File: src/rtl/refclk_pkg.sv
// Shared types and helpers for the refclk output-buffer sequencer.
package refclk_pkg;

    localparam int MAX_NCH = 16;
    localparam int SEL_W   = 4;

    typedef enum logic {
        IDLE   = 1'b0,
        SETTLE = 1'b1
    } state_t;

    // Lowest set bit wins, so channel 0 is always serviced first.
    function automatic logic [SEL_W-1:0] lowest_set_index(input logic [MAX_NCH-1:0] v);
        logic [SEL_W-1:0] idx;
        idx = '0;
        for (int i = MAX_NCH - 1; i >= 0; i--) begin
            if (v[i]) idx = SEL_W'(i);
        end
        return idx;
    endfunction

endpackage

File: src/rtl/refclk_settle_cnt.sv
// Loadable settle down-counter; holds at zero and flags done there.
module refclk_settle_cnt #(
    parameter int CNT_W = 16
) (
    input  logic             clk,
    input  logic             rst,
    input  logic             clr,
    input  logic             load,
    input  logic [CNT_W-1:0] load_val,
    output logic             done
);

    logic [CNT_W-1:0] cnt;

    always_ff @(posedge clk or posedge rst) begin
        if (rst)                cnt <= '0;
        else if (clr)           cnt <= '0;
        else if (load)          cnt <= load_val;
        else if (cnt != '0)     cnt <= cnt - CNT_W'(1);
    end

    assign done = (cnt == '0);

endmodule

File: src/rtl/refclk_obuf_seq.sv
// Staggered enable/disable sequencer for GT refclk output buffers (active-low CEB),
// one channel change per settle interval, with a global tristate override.
module refclk_obuf_seq
    import refclk_pkg::*;
#(
    parameter int             NCH           = 4,
    parameter int             SETTLE_CYCLES = 64,
    parameter int             CNT_W         = 16,
    parameter logic [NCH-1:0] EN_TX_PATH    = {NCH{1'b1}}
) (
    input  logic           clk,
    input  logic           rst,
    input  logic           gts,
    input  logic [NCH-1:0] en_req,
    output logic [NCH-1:0] ceb,
    output logic [NCH-1:0] ready,
    output logic           busy,
    output logic           err_cfg
);

    state_t           state_q, state_d;
    logic [NCH-1:0]   en_state_q, en_state_d;
    logic [NCH-1:0]   sel_q, sel_d;
    logic [NCH-1:0]   ceb_d, ready_d;
    logic [NCH-1:0]   tgt, diff, pick;
    logic [SEL_W-1:0] idx;
    logic             cnt_load, cnt_clr, cnt_done;

    assign tgt  = en_req & EN_TX_PATH & {NCH{~gts}};
    assign diff = tgt ^ en_state_q;
    assign idx  = lowest_set_index(MAX_NCH'(diff));

    always_comb begin
        pick = '0;
        for (int i = 0; i < NCH; i++) pick[i] = (SEL_W'(i) == idx);
    end

    always_comb begin
        state_d    = state_q;
        en_state_d = en_state_q;
        ceb_d      = ceb;
        ready_d    = ready;
        sel_d      = sel_q;
        cnt_load   = 1'b0;
        cnt_clr    = 1'b0;
        if (gts) begin
            // Tristate drops every channel at once, no sequencing.
            state_d    = IDLE;
            en_state_d = '0;
            ceb_d      = '1;
            ready_d    = '0;
            sel_d      = '0;
            cnt_clr    = 1'b1;
        end else begin
            case (state_q)
                IDLE: begin
                    if (diff != '0) begin
                        en_state_d = en_state_q ^ pick;
                        ceb_d      = (ceb & ~pick) | (~tgt & pick);
                        ready_d    = ready & ~pick;
                        sel_d      = pick;
                        cnt_load   = 1'b1;
                        state_d    = SETTLE;
                    end
                end
                SETTLE: begin
                    if (cnt_done) begin
                        ready_d = (ready & ~sel_q) | (en_state_q & sel_q);
                        state_d = IDLE;
                    end
                end
                default: state_d = IDLE;
            endcase
        end
    end

    always_ff @(posedge clk or posedge rst) begin
        if (rst) begin
            state_q    <= IDLE;
            en_state_q <= '0;
            sel_q      <= '0;
            ceb        <= '1;
            ready      <= '0;
        end else begin
            state_q    <= state_d;
            en_state_q <= en_state_d;
            sel_q      <= sel_d;
            ceb        <= ceb_d;
            ready      <= ready_d;
        end
    end

    refclk_settle_cnt #(.CNT_W(CNT_W)) u_settle_cnt (
        .clk      (clk),
        .rst      (rst),
        .clr      (cnt_clr),
        .load     (cnt_load),
        .load_val (CNT_W'(SETTLE_CYCLES - 1)),
        .done     (cnt_done)
    );

    assign busy    = (state_q == SETTLE);
    assign err_cfg = |(en_req & ~EN_TX_PATH);

endmodule

File: config.mk
export PLATFORM = sky130hd
export DESIGN_NAME = refclk_obuf_seq
export DESIGN_NICKNAME = d
export VERILOG_FILES = /design/src/rtl/refclk_pkg.sv /design/src/rtl/refclk_settle_cnt.sv /design/src/rtl/refclk_obuf_seq.sv
export SDC_FILE = /design/constraint.sdc
export NUM_CORES = 1
export LEC_CHECK = 0
export BUFFER_PORTS_ARGS = -buffer_cell sky130_fd_sc_hd__buf_2
export CAP_MARGIN = 10
export CORE_AREA = 2 2 61 63
export CTS_BUF_LIST = sky130_fd_sc_hd__clkbuf_8
export CTS_CLUSTER_DIAMETER = 150
export DETAILED_ROUTE_END_ITERATION = 10
export DIE_AREA = 0 0 63 65
export GPL_TIMING_DRIVEN = 0
export PLACE_DENSITY_LB_ADDON = 0.15
export REMOVE_ABC_BUFFERS = 1
export SYNTH_ARGS = -nofsm -noshare
export SYNTH_HDL_FRONTEND = slang
export SYNTH_SLANG_ARGS = --single-unit
File: constraint.sdc
create_clock -name clk -period 2.7 [get_ports clk]
set_clock_uncertainty 0.05 [all_clocks]
set_input_delay 0.135 -clock clk [delete_from_list [all_inputs] [get_ports clk]]
set_output_delay 0.135 -clock clk [all_outputs]
set_load 0.05 [all_outputs]
==> metrics.md <==
| Metric | Value |
|---|---|
| # setup viols final | 0 |
| Area Growth Syn to Fin | 10.4% |
| Yosys reg bits | 33 |
| H-tree levels | 2 |
| Synth area leaders | dfrtp_1 35%, dfstp_2 5.1%, a21oi_1 4.8% |
| Die Span Y | 65 µm |
| Total number of vias | between 1500 and 2000 |
| Vias/cell | 6.14 |
| Max Buffers Root-to-Sink | 2 |
| Worst-path fanout max | 7 |
| Worst Tran Pin Value | 0.778 ns |
| Pleak | approximately 0.95 nW |
| Drt first pass iters | 4 |
| WP data required | 2.82 ns |
| IR drop worst, VDD | 708 µV |
| Core ar. | 3500 µm² |
| Synth unique cells | 61 |
| PortBufs | 15 |
| Final hold viol count | 0 |
| Hold endpoint | en_state_q[1] |
| FP Rows | 22 |
| Number of global-route vias before repair | 1774 |
| Fin crit share | 90.0% |
| Worst path slowest cell | or3b_2 |
| CP Capture Type | register |
| Max_slew headroom | between 40 and 50% |
| Yosys top cell area share | 35.1% |
| Predominant post-synthesis flop cell | dfrtp_1 |
| Post-synth EDFFs | 0 |
| Reg2reg start | u_settle_cnt.cnt[1] |
| Synth async-reset ratio | 100% |
| Seq. cell area | 831 µm² |
| Layout cells sized above 1 | 19.2% |
| WL/cell | 15.8 µm |
| Crit path largest cell delay | 0.53 ns |
| Clk Latency, worst-skew pair | 0.29 ns |
| Final Util | 65.3% |
| Post-DP HPWL | 3210 µm |
| Hold Crit Depth | 3 |
| CTS root buf | clkbuf_8 |
| Multi-input gate area | between 1000 and 1500 µm² |
| Worst Setup Start Kind | register |
| Routability cong. | 0.848 |
| Residual DRC | 0 |
| DR iter-0 viols | 136 |
| IO Pins | 17 |
| Reg-to-reg slack, setup | approximately 0.27 ns |
| Post-Place Worst Slack | -0.315 ns |
| Largest area contributor in the netlist | dfrtp_1 |
| Critical path class | register to register |
| First-pass GRT wire length | between 7000 and 8000 µm |
| Syn_area_per_cell | about 9.2 µm² |
| Die area | 4100 µm² |
| Fin nets | 246 |
| Hold path start | en_req[1] |
| Die X | 63 µm |
| Setup ws final | 0.270 ns |
| Overall routing resource usage | 24.5% |
| Status | finished, final reports clean |
| Power Dens Cells | 849 nW/µm² |
| RR Endpoint | ready[1] |
| Yosys warns | 0 |
| Fmax | between 400 and 500 MHz |
| ANT cells | 0 |
| Worst-path clk slew | 0.07 ns |
| Worst hold path class | primary input to register |
| CTS Buf Count | 5 |
| RSZ-0062 raised after global routing | false |
| Pins Over Slew Limit | 0 |
| CTS sink count | 33 |
| Fill count | 291 |
| CTS tree | built |
| Largest net degree at the start of global routing | 34 |
| Max cap viols | 0 |
| Residual antenna-violating net count after detailed routing | 0 |
| Post-synthesis sequential area ratio | about 40% |
| Fin crit period | about 2.4 ns |
| Data arrival, critical path | 2.55 ns |
| Routed wire length | 4540 µm |
| CP cell instances | inv_1 -> ha_1 -> or3b_2 -> nor3_2 -> nand3_1 -> a32oi_1 -> a21oi_1 |
| Total gr overflow | 0 |
| Initial antenna violation count | 0 |
| R2r worst-path depth | 7 |
| Starting Density | 59.1% |
| Post-Syn Area | 2070 µm² |
| Synthesized instance count | 224 |
-- flip-flops by register name (all words and copies together), names as in the netlist --
register and flops:
busy 1, ceb 4, en_state_q 4, ready 4, sel_q 4, u_settle_cnt.cnt 16
-- cells by family (layout without fill, tap and decap cells) --
kind of cell             count (synthesis)  count (layout)  synth area share [%]
AND/OR/NAND/NOR                         76              76                  21.6
XOR/XNOR                                15              15                  6.36
buffers and inverters                   21              36                  4.18
flip-flops                              33              33                  40.2
other                                    1               1                 0.181
multiplexers                             6               6                  2.91
AO/OA/AOI/OAI                           71              71                  24.0
adder cells (fa/ha/maj)                  1               1                 0.605
-- critical path: cells and delay by family (launching register included) --
kind | cells | cell delay (ns)
buffers and inverters | 1 | 0.09
and+or+nand+nor | 3 | 1.24
AOI/OAI and AO/OA | 2 | 0.34
adders and majority gates | 1 | 0.20
DFF | 1 | 0.40
-- worst max path at each step --
stage / cells after the start / slack [ns] / end / start
after floorplan: 5 / 0.1 / u_settle_cnt.cnt[15] / busy
after global placement: 5 / -0.18 / u_settle_cnt.cnt[15] / busy
after detailed placement: 5 / -0.31 / u_settle_cnt.cnt[15] / busy
after CTS: 5 / 0.11 / u_settle_cnt.cnt[15] / busy
after global routing: 7 / 0.15 / ready[3] / u_settle_cnt.cnt[0]
final: 7 / 0.27 / ready[1] / u_settle_cnt.cnt[1]
-- cell type report --
class                      count  share of cell area (%)
multi-input combinational    170                    50.6
clock buffer                   5                    3.02
timing repair buffer          19                    5.26
clock inverter                 3                   0.603
tap                           48                    2.63
sequential                    33                    36.4
inverter                       9                    1.48
-- metal layers --
| layer | track usage (%) | vias to the layer above | routed length, µm |
|---|---|---|---|
| met5 | 0 | - | 0 |
| met4 | 12.5 | 0 | 77 |
| met3 | 3.99 | 7 | 119 |
| met2 | 42.7 | 33 | 2360 |
| met1 | 29.2 | 866 | 1980 |
| li1 | - | 855 | - |
-- report_power, final --
| group | total (mW) | switching, mW | internal, mW |
|---|---|---|---|
| Clock | 0.353 | 0.179 | 0.175 |
| Combinational | 0.870 | 0.539 | 0.331 |
| Sequential | 0.714 | 0.112 | 0.602 |
-- layout by cell type (no fill, tap or decap), drive strengths merged, types with 5 or more instances in the layout --
master	n
a21oi	20
buf	18
clkbuf	5
dfrtp	29
inv	8
mux2i	6
nand2	17
nor2	19
nor3	6
o21ai	8
o31ai	6
or3	7
xnor2	11
-- repair_timing --
action                                 in CTS  in global routing
setup endpoints to repair                  10                  3
hold buffers                                0                  1
endpoints found under the hold margin       0                 23
setup buffers                               0                  2
resized for setup                           1                  0
pin swaps                                   0                  1
-- synthesized netlist by cell type (4+ instances only) --
master and count:
mux2i_1 6, nor2_1 19, nand2b_1 4, o31ai_1 6, dfrtp_1 29, xnor2_1 11, nand3_1 4, nand2_1 16
inv_1 8, nor3_1 5, dfstp_2 4, o21a_1 4, clkbuf_1 8, xor2_1 4, or3_1 4, a21oi_1 20
o21ai_0 7
-- stage by stage --
step | std cells | cell area [µm²] | setup TNS, ns | power [mW] | hold WS, ns
after floorplan | 212 | 2010 | 0 | 1.37 | 0.148
final | 287 | 2280 | 0 | 1.94 | 0.0987
after CTS | 283 | 2240 | 0 | 1.92 | 0.0921
after global routing | 287 | 2280 | 0 | 2.06 | 0.113
after detailed placement | 275 | 2150 | -2.20 | 1.56 | 0.390
after global placement | 275 | 2150 | -0.817 | 1.52 | 0.367
(Power assumes the default switching activity.)
